File: src/rtl/dac_sample_bridge_pkg.sv
// Shared register map, CTRL bit positions and state encoding for the DAC sample bridge.
package dac_sample_bridge_pkg;

   localparam logic [1:0] REG_CTRL   = 2'd0;
   localparam logic [1:0] REG_STATUS = 2'd1;
   localparam logic [1:0] REG_COUNT  = 2'd2;

   localparam int CTRL_MUTE  = 0;
   localparam int CTRL_SWAP  = 1;
   localparam int CTRL_FLUSH = 2;

   localparam int STAT_RUNNING = 8;
   localparam int STAT_EMPTY   = 9;
   localparam int STAT_FULL    = 10;

   typedef enum logic {
      ST_PREFILL = 1'b0,
      ST_RUN     = 1'b1
   } state_t;

   // spdif_tx expects 24-bit audio words; the 16-bit sample sits in the MSBs.
   function automatic logic [23:0] dac_word(input logic [15:0] sample);
      return {sample, 8'h00};
   endfunction

endpackage

File: src/rtl/dac_sample_bridge_sample_fifo.sv
// Synchronous stereo-frame FIFO with registered read data, updated only on a pop.
module sample_fifo #(
   parameter int DEPTH_LOG2 = 4,
   parameter int W          = 32
) (
   input  logic                  clk,
   input  logic                  rst,
   input  logic                  push,
   input  logic                  pop,
   input  logic                  flush,
   input  logic [W-1:0]          wdata,
   output logic [W-1:0]          rdata,
   output logic [DEPTH_LOG2:0]   level,
   output logic                  empty,
   output logic                  full
);

   localparam int DEPTH = 2 ** DEPTH_LOG2;

   logic [W-1:0]            mem [DEPTH];
   logic [DEPTH_LOG2-1:0]   wr_ptr_reg;
   logic [DEPTH_LOG2-1:0]   rd_ptr_reg;
   logic [DEPTH_LOG2:0]     level_reg;
   logic [W-1:0]            rdata_reg;
   logic                    push_ok;
   logic                    pop_ok;

   assign empty = (level_reg == '0);
   // level never exceeds DEPTH, so its top bit alone marks a full FIFO
   assign full  = level_reg[DEPTH_LOG2];

   // A simultaneous pop frees the slot a full-FIFO push needs.
   assign pop_ok  = pop & ~empty & ~flush;
   assign push_ok = push & ~flush & (~full | pop_ok);

   always_ff @(posedge clk) begin
      if (push_ok) begin
         mem[wr_ptr_reg] <= wdata;
      end
   end

   always_ff @(posedge clk or posedge rst) begin
      if (rst) begin
         wr_ptr_reg <= '0;
         rd_ptr_reg <= '0;
         level_reg  <= '0;
         rdata_reg  <= '0;
      end else if (flush) begin
         wr_ptr_reg <= '0;
         rd_ptr_reg <= '0;
         level_reg  <= '0;
         rdata_reg  <= '0;
      end else begin
         if (push_ok) begin
            wr_ptr_reg <= wr_ptr_reg + (DEPTH_LOG2)'(1);
         end
         if (pop_ok) begin
            rd_ptr_reg <= rd_ptr_reg + (DEPTH_LOG2)'(1);
            rdata_reg  <= mem[rd_ptr_reg];
         end
         case ({push_ok, pop_ok})
            2'b10:   level_reg <= level_reg + (DEPTH_LOG2 + 1)'(1);
            2'b01:   level_reg <= level_reg - (DEPTH_LOG2 + 1)'(1);
            default: level_reg <= level_reg;
         endcase
      end
   end

   assign rdata = rdata_reg;
   assign level = level_reg;

endmodule

File: src/rtl/dac_sample_bridge.sv
// Elastic stereo buffer between the YM3016 decoder and spdif_tx, with a Wishbone control slot.
// Build option DAC_BRIDGE_STATS_EN adds saturating overflow/underrun counters at COUNT.
module dac_sample_bridge
   import dac_sample_bridge_pkg::*;
#(
   parameter int DEPTH_LOG2 = 4,
   parameter int PREFILL    = 8,
   parameter int DW         = 32
) (
   input  logic            clk,
   input  logic            rst,
   input  logic            in_valid,
   input  logic [15:0]     in_left,
   input  logic [15:0]     in_right,
   input  logic            out_sel,
   output logic [23:0]     out_data,
   input  logic [1:0]      wb_addr,
   input  logic [DW-1:0]   wb_wdata,
   output logic [DW-1:0]   wb_rdata,
   input  logic            wb_we,
   input  logic            wb_cyc,
   output logic            wb_ack
);

   localparam logic [DEPTH_LOG2:0] PREFILL_LVL = (DEPTH_LOG2 + 1)'(PREFILL);

   state_t                 state_reg;
   logic                   out_sel_d_reg;
   logic                   mute_reg;
   logic                   swap_reg;
   logic                   flush_reg;
   logic                   wb_ack_reg;
   logic [DW-1:0]          wb_rdata_reg;

   logic [31:0]            frame;
   logic [DEPTH_LOG2:0]    level;
   logic                   fifo_empty;
   logic                   fifo_full;

   logic                   advance;
   logic                   pop_req;
   logic                   pop_ok;
   logic                   underrun;
   logic                   overflow;
   logic                   wb_wr;
   logic                   wb_rd;
   logic                   ctrl_wr;
   logic [31:0]            status_word;
   logic [31:0]            count_word;
   logic [31:0]            rd_word;
   logic                   sel_eff;
   logic [15:0]            sample;
   logic                   unused_wdata;

   // spdif_tx starts a new frame when its channel select falls back to left.
   assign advance  = out_sel_d_reg & ~out_sel;
   assign pop_req  = (state_reg == ST_RUN) & advance;
   assign pop_ok   = pop_req & ~fifo_empty & ~flush_reg;
   assign underrun = pop_req & fifo_empty & ~flush_reg;
   assign overflow = in_valid & fifo_full & ~pop_ok & ~flush_reg;

   sample_fifo #(
      .DEPTH_LOG2 (DEPTH_LOG2),
      .W          (32)
   ) u_fifo (
      .clk   (clk),
      .rst   (rst),
      .push  (in_valid),
      .pop   (pop_req),
      .flush (flush_reg),
      .wdata ({in_left, in_right}),
      .rdata (frame),
      .level (level),
      .empty (fifo_empty),
      .full  (fifo_full)
   );

   always_ff @(posedge clk or posedge rst) begin
      if (rst) begin
         state_reg     <= ST_PREFILL;
         out_sel_d_reg <= 1'b0;
      end else begin
         out_sel_d_reg <= out_sel;
         if (flush_reg) begin
            state_reg <= ST_PREFILL;
         end else begin
            case (state_reg)
               ST_PREFILL: if (level >= PREFILL_LVL) state_reg <= ST_RUN;
               ST_RUN:     if (underrun)             state_reg <= ST_PREFILL;
               default:    state_reg <= ST_PREFILL;
            endcase
         end
      end
   end

   assign wb_wr   = wb_cyc & wb_we & ~wb_ack_reg;
   assign wb_rd   = wb_cyc & ~wb_we & ~wb_ack_reg;
   assign ctrl_wr = wb_wr & (wb_addr == REG_CTRL);

   always_ff @(posedge clk or posedge rst) begin
      if (rst) begin
         wb_ack_reg   <= 1'b0;
         wb_rdata_reg <= '0;
         mute_reg     <= 1'b0;
         swap_reg     <= 1'b0;
         flush_reg    <= 1'b0;
      end else begin
         wb_ack_reg   <= wb_cyc & ~wb_ack_reg;
         wb_rdata_reg <= wb_rd ? DW'(rd_word) : '0;
         flush_reg    <= ctrl_wr & wb_wdata[CTRL_FLUSH];
         if (ctrl_wr) begin
            mute_reg <= wb_wdata[CTRL_MUTE];
            swap_reg <= wb_wdata[CTRL_SWAP];
         end
      end
   end

   always_comb begin
      status_word                  = 32'h0;
      status_word[DEPTH_LOG2:0]    = level;
      status_word[STAT_RUNNING]    = (state_reg == ST_RUN);
      status_word[STAT_EMPTY]      = fifo_empty;
      status_word[STAT_FULL]       = fifo_full;
   end

   always_comb begin
      rd_word = 32'h0;
      case (wb_addr)
         REG_CTRL: begin
            rd_word[CTRL_MUTE] = mute_reg;
            rd_word[CTRL_SWAP] = swap_reg;
         end
         REG_STATUS: rd_word = status_word;
         REG_COUNT:  rd_word = count_word;
         default:    rd_word = 32'h0;
      endcase
   end

`ifdef DAC_BRIDGE_STATS_EN
   logic [1:0] cnt_evt;
   logic       cnt_clr;

   assign cnt_evt = {underrun, overflow};
   assign cnt_clr = wb_wr & (wb_addr == REG_COUNT);

   // Slice 0 counts overflows, slice 1 underruns; a COUNT write wins over a same-cycle event.
   genvar gi;
   generate
      for (gi = 0; gi < 2; gi++) begin : g_cnt
         logic [15:0] cnt_reg;
         always_ff @(posedge clk or posedge rst) begin
            if (rst) begin
               cnt_reg <= '0;
            end else if (cnt_clr) begin
               cnt_reg <= '0;
            end else if (cnt_evt[gi] && (cnt_reg != 16'hFFFF)) begin
               cnt_reg <= cnt_reg + 16'd1;
            end
         end
         assign count_word[16*gi +: 16] = cnt_reg;
      end
   endgenerate
`else
   logic unused_stats;
   assign unused_stats = overflow;
   assign count_word   = 32'h0;
`endif

   assign unused_wdata = ^wb_wdata[DW-1:3];

   // Output mux stays combinational so spdif_tx sees the channel it selects without delay.
   assign sel_eff  = out_sel ^ swap_reg;
   assign sample   = sel_eff ? frame[15:0] : frame[31:16];
   assign out_data = mute_reg ? 24'h0 : dac_word(sample);

   assign wb_ack   = wb_ack_reg;
   assign wb_rdata = wb_rdata_reg;

endmodule

File: config.mk
export PLATFORM = sky130hd
export DESIGN_NAME = dac_sample_bridge
export DESIGN_NICKNAME = d
export VERILOG_FILES = /design/src/rtl/dac_sample_bridge_pkg.sv /design/src/rtl/dac_sample_bridge_sample_fifo.sv /design/src/rtl/dac_sample_bridge.sv
export SDC_FILE = /design/constraint.sdc
export NUM_CORES = 1
export LEC_CHECK = 0
export BUFFER_PORTS_ARGS = -buffer_cell sky130_fd_sc_hd__clkbuf_2
export CORE_MARGIN = 8
export CORE_UTILIZATION = 40
export DETAILED_ROUTE_END_ITERATION = 6
export PLACE_DENSITY = 0.63
export SLEW_MARGIN = 10
export SYNTH_ARGS = -nofsm -noshare
export SYNTH_HDL_FRONTEND = slang
export SYNTH_SLANG_ARGS = --single-unit
File: constraint.sdc
create_clock -name clk -period 5.7 [get_ports clk]
set_clock_uncertainty 0.1 [all_clocks]
set_input_delay 0.285 -clock clk [delete_from_list [all_inputs] [get_ports clk]]
set_output_delay 0.285 -clock clk [all_outputs]
set_load 0.05 [all_outputs]
==> results of run 1 <==
power groups by stage:
stage                     combinational [µW]  clock [µW]  sequential, µW
after floorplan                         2390           0            5240
after global placement                  3130           0            5510
after detailed placement                3170           0            5540
after CTS                               3210        3540            5450
after global routing                    3380        3690            5510
final                                   3150        3460            5450
what timing repair did:
item                      CTS  global route
hold buffers               41             0
hold endpoints to repair  506             0
buffers inserted            0             0
cell usage in the layout, fill, tap and decap left out, drive strengths merged, types with 5 or more instances in the layout:
| cell type | netlist | layout |
|---|---|---|
| a21oi | 22 | 22 |
| a22o | 32 | 32 |
| a22oi | 64 | 64 |
| and2 | 5 | 5 |
| buf | 61 | 35 |
| clkbuf | 32 | 149 |
| clkinv | 0 | 17 |
| conb | 1 | 32 |
| dfrtp | 58 | 58 |
| dlygate4sd3 | 0 | 41 |
| edfxtp | 512 | 512 |
| ha | 6 | 6 |
| inv | 5 | 5 |
| mux2i | 6 | 6 |
| mux4 | 128 | 128 |
| nand2 | 73 | 73 |
| nor2 | 29 | 29 |
| nor3 | 5 | 5 |
| o21ai | 5 | 5 |
| xor2 | 7 | 7 |
critical path, cell delays in order (launching register included):
cell and delay (ns):
dfrtp_1 0.65, nand2b_1 0.27, a21oi_1 0.43, nand2_1 0.38, nor3_2 0.91, buf_4 0.42
through the flow:
| stage | hold WS, ns | total power [µW] |
|---|---|---|
| 2_1_floorplan | 0.2164 | 7633 |
| 3_3_place_gp | 0.3287 | 8637 |
| 3_5_place_dp | 0.3339 | 8705 |
| 4_1_cts | 0.0002677 | 12210 |
| 5_1_grt | 0.02906 | 12570 |
| 6_report | 0.02017 | 12060 |
layout make-up:
type                    count  area (µm²)
flip-flops and latches    570       16830
fillers                  4590       29430
multi-input cells         446        4962
clock inverters            17       113.9
diodes                      1       2.502
inverters                   5       18.77
clock buffers              82        1612
well taps                 704       880.8
repair buffers            143        1021
logic make-up after synthesis:
| group | count (synthesis) | synth area share |
|---|---|---|
| mux | 137 | 0.1348 |
| simple gates | 135 | 0.02794 |
| buf+inv | 98 | 0.02454 |
| xor+xnor | 10 | 0.003968 |
| other cells | 1 | 0.0001699 |
| flops | 570 | 0.7622 |
| fa+ha+maj | 6 | 0.003401 |
| compound gates | 126 | 0.04291 |
worst paths after layout:
path / startpoint / end / slack [ns] / cells after the start
max: flush_reg / u_fifo.mem[3][31] / 2.19 / 5
max reg2reg: flush_reg / u_fifo.mem[3][31] / 2.19 / 5
min reg2reg: wb_ack / wb_ack / 0.34 / 1
min: in_left[11] / u_fifo.mem[11][27] / 0.02 / 1
max in group asynchronous: rst / u_fifo.rd_ptr_reg[0] / 4.58 / 4
min in group asynchronous: rst / wb_rdata[0] / 0.35 / 4
routing by layer:
metal  track usage  routed length (µm)  up-vias
li1              -                   -     4635
met3       0.03491                3899       74
met4       0.04456                1098        2
met2        0.2470               23100      415
met1        0.2211               21750     5753
met5             0                  11        -
==> out/results.ini, run 1 <==
[power]
sequentialPowerShare=0.452
clock_power_share=0.287
swShare=0.3090
power_frac_comb=0.261
ir_drop_uv=267.6
intPower_uw=8331
p_switching_uw=3726
pwr_density_cell_nw_per_um2=473.9
p_leak_uw=0.008498

[placed_design]
post-place-ws_ns=2.258
dp_hpwl_um=27860
place_inst=1827
dpl_cell_area_um2=23310
place_congestion=0.7418
io_buffer_count=67

[cts]
clock_path_buffers=3
cts.clk_slew.worst_paths_ns=0.06
root_buffer=clkbuf_16
cts_tree=built
cts_buffers=57
cts_resized=0
ctsHtreeMaxLevel=2
cts_sinks=570
clk_latency_ns=0.61

[synth]
synth_top_flop_cell=edfxtp_1
synthTopCellsByArea=edfxtp_1, mux4_2, dfrtp_1, a22oi_1, buf_4
synthDistinctLibCells=42
synth_top_cell_area_share=0.6965
synth-seq-area-share=0.7622
yosysTopAreaCell=edfxtp_1
syn_avg_cell_area_um2=20.38
synthArstFlopShare=0.1018
ys_ff_latch=570
synth.cell_area_um2=22070
yosysWarnings=0
synth-edff-count=512
post-synth-top-count-cell=edfxtp_1
ys_top_cells_by_count=edfxtp_1, mux4_2, nand2_1, a22oi_1, dfrtp_1
synth_cells=1083

[route]
vias_per_cell=5.528
routedWlPerCell_um=25.33
drt_iter0_drc=888
wirelength_um=49860
ant_nets=0
num_vias=10880
drc=0
drt_pass1_iterations=5

[status]
outcome=finished, final reports clean

[cells_and_area]
drive_gt1_frac=0.2724
largest_reg_flops=512
final_util=0.4637
final_area_um2=25440
instances_no_fill=1968
num-nets-final=1301
area.growth.synth_to_final_pct=15.26

[sta]
finalHoldViolCount=0
slew_headroom=0.2744
tns_ns=0
timing.final.crit_share=0.6151
rsz0062_at_grt=no
finalWorstSetupSlack_ns=2.194
setup-violations-final=0
tightest_slew_ns=1.082
min_period_ns=3.506
finalMaxSlewViolations=0
maxClockFrequency_mhz=285.2

[global_routing]
track_usage=0.1575
antenna_found_initial=2
grt_pass1_wl_um=74530
grt_overflow=0
grt_max_degree=69
grt_pass1_vias=11450

[run]
maxCapViolCount=0

[worst_hold_path]
hp-class=in2reg

[floorplan]
initial_core_util=0.4023
rows=86
die_area_um2=62960
core_um2=54880
pin_count=129
dieHeight_um=250.9
fp.dieW_um=250.9

[critical_path]
required_ns=5.87
worst_setup_path_end_kind=flop
start_kind=flop
arrival_ns=3.68
crit_type=reg2reg
crit_fanout=18

Note: power is estimated with default switching activity, not from simulation.
==> run 2: changes to the inputs <==
- PLACE_DENSITY: 0.63 -> 0.65
- clock period: 5.7 -> 2.8 ns (I/O delays scaled with it)
==> run 2 against run 1 <==
- largest power group unchanged
- worst hold slack better by 0.090 ns
- sequential power is 98% higher
- sequential cell count stayed put
- count of clock-buffer cells in the layout is 8 lower
==> out/results.ini, run 2 (same netlist as run 1, synthesis figures left out) <==
[placed_design]
dpl_cell_area_um2=23700  ; +1.7%
post-place-ws_ns=0.2138  ; -2.044 ns
io_buffer_count=67  ; unchanged
dp_hpwl_um=27170  ; -2.5%
place_congestion=0.7520  ; +1.4%

[route]
num_vias=10950  ; +0.62%
drc=0  ; unchanged
drt_pass1_iterations=5  ; unchanged
drt_iter0_drc=1061  ; +19%
routedWlPerCell_um=24.85  ; -1.9%
vias_per_cell=5.492  ; -0.65%
wirelength_um=49520  ; -0.68%
ant_nets=0  ; unchanged

[global_routing]
grt_pass1_wl_um=73550  ; -1.3%
track_usage=0.1559  ; -0.001585
grt_max_degree=41  ; -41%
grt_overflow=0  ; unchanged
grt_pass1_vias=11350  ; -0.81%
antenna_found_initial=1  ; -1

[cts]
ctsHtreeMaxLevel=2  ; unchanged
cts.clk_slew.worst_paths_ns=0.06  ; about the same
cts_tree=built
root_buffer=clkbuf_16
cts_setup_buffers=0  ; unchanged
cts_sinks=570  ; unchanged
cts_buffers=57  ; unchanged
clk_latency_ns=0.61  ; about the same
clock_path_buffers=3  ; unchanged
cts_resized=0  ; unchanged

[cells_and_area]
area.growth.synth_to_final_pct=18.44
final_util=0.4764  ; +0.01279
layout.cells.most_common_list=edfxtp_1, mux4_2, nand2_1
largest_reg_flops=512  ; unchanged
num-nets-final=1317  ; +1.2%
final_area_um2=26150  ; +2.8%
drive_gt1_frac=0.2888  ; +0.01645
layout_commonest_cell=edfxtp_1

[critical_path]
crit_path_start=swap_reg
reg2reg_slack_ns=0.27  ; -1.92 ns
crit_type=reg2out
worst_setup_path_end_kind=output port
slowest_stage=dfrtp_1
crit_family=buffers and inverters
max_stage_delay_ns=0.45  ; -0.46 ns
required_ns=2.56  ; -3.31 ns
r2r-start=state_reg
start_kind=flop
arrival_ns=2.38  ; -1.30 ns
crit_fanout=16  ; -2
worstPathCellList=xor2_1 > buf_4 > nand2_1 > a21oi_1 > clkbuf_2
path_buf_inv=2  ; +1

[sta]
setup-violations-final=0  ; unchanged
rsz0062_at_grt=no
timing.final.crit_share=0.9352
maxClockFrequency_mhz=381.9
finalMaxSlewViolations=0  ; unchanged
slew_headroom=0.4727  ; +0.1983
tns_ns=0  ; unchanged
min_period_ns=2.619
finalHoldViolCount=0  ; unchanged
finalWorstSetupSlack_ns=0.1814  ; -2.013 ns
tightest_slew_ns=0.7898  ; -0.2927 ns

[power]
p_leak_uw=0.008773  ; +3.2%
ir_drop_uv=791.4  ; +200%
pwr_density_cell_nw_per_um2=981.0  ; +110%
finalPower_uw=25650  ; +110%

[floorplan]
dieHeight_um=250.9  ; unchanged
pin_count=129  ; unchanged
rows=86  ; unchanged
initial_core_util=0.4023  ; unchanged
fp.dieW_um=250.9  ; unchanged
die_area_um2=62960  ; unchanged
core_um2=54880  ; unchanged

[status]
outcome=finished, final reports clean

[run]
maxCapViolCount=0  ; unchanged

[worst_hold_path]
hp-class=in2async

-- run 2: per-layer routing --
metal  share of wire  global-route usage
met1            0.43              0.2201
met2            0.47              0.2456
met3           0.072             0.03470
met4           0.022             0.03908
met5               0                   0
-- run 2: report_power, final --
group	internal (µW)	switching, µW	leakage (µW)	total (µW)
logic	3060	3940	0.00246	7000
clock network	4630	3200	0.000965	7820
registers	10200	603	0.00535	10800
-- run 2: path summary, 6_finish.rpt --
check,end,depth (start not counted)
worst max-delay path,out_data[13],5
worst min-delay path,wb_rdata[8],3
worst max register to register,u_fifo.mem[3][9],5
worst min register to register,wb_ack,1
max in group asynchronous,u_fifo.rdata[14],4
min in group clk,out_sel_d_reg,2
-- run 2: stage by stage --
step	cells	hold WS [ns]
after floorplan	1114	0.07143
after global placement	1838	0.1805
after detailed placement	1838	0.2132
after CTS	1992	0.09934
after global routing	1993	0.1595
final	1993	0.1105
-- run 2: worst min-delay path: cells and delay by family --
family   cells  cell delay [ns]
buf+inv      3             1.20
-- run 2: timing repair --
item | CTS | global route
setup endpoints to repair | 0 | 0
hold buffers | 46 | 0
hold endpoints to repair | 558 | 0
-- run 2: layout make-up --
class / instances / area (µm²)
repair buffers: 159 / 1429
multi-input cells: 446 / 4995
fillers: 4494 / 28730
well taps: 704 / 880.8
diodes: 1 / 2.502
clock inverters: 34 / 375.4
flip-flops and latches: 570 / 16830
clock buffers: 74 / 1612
inverters: 5 / 18.77
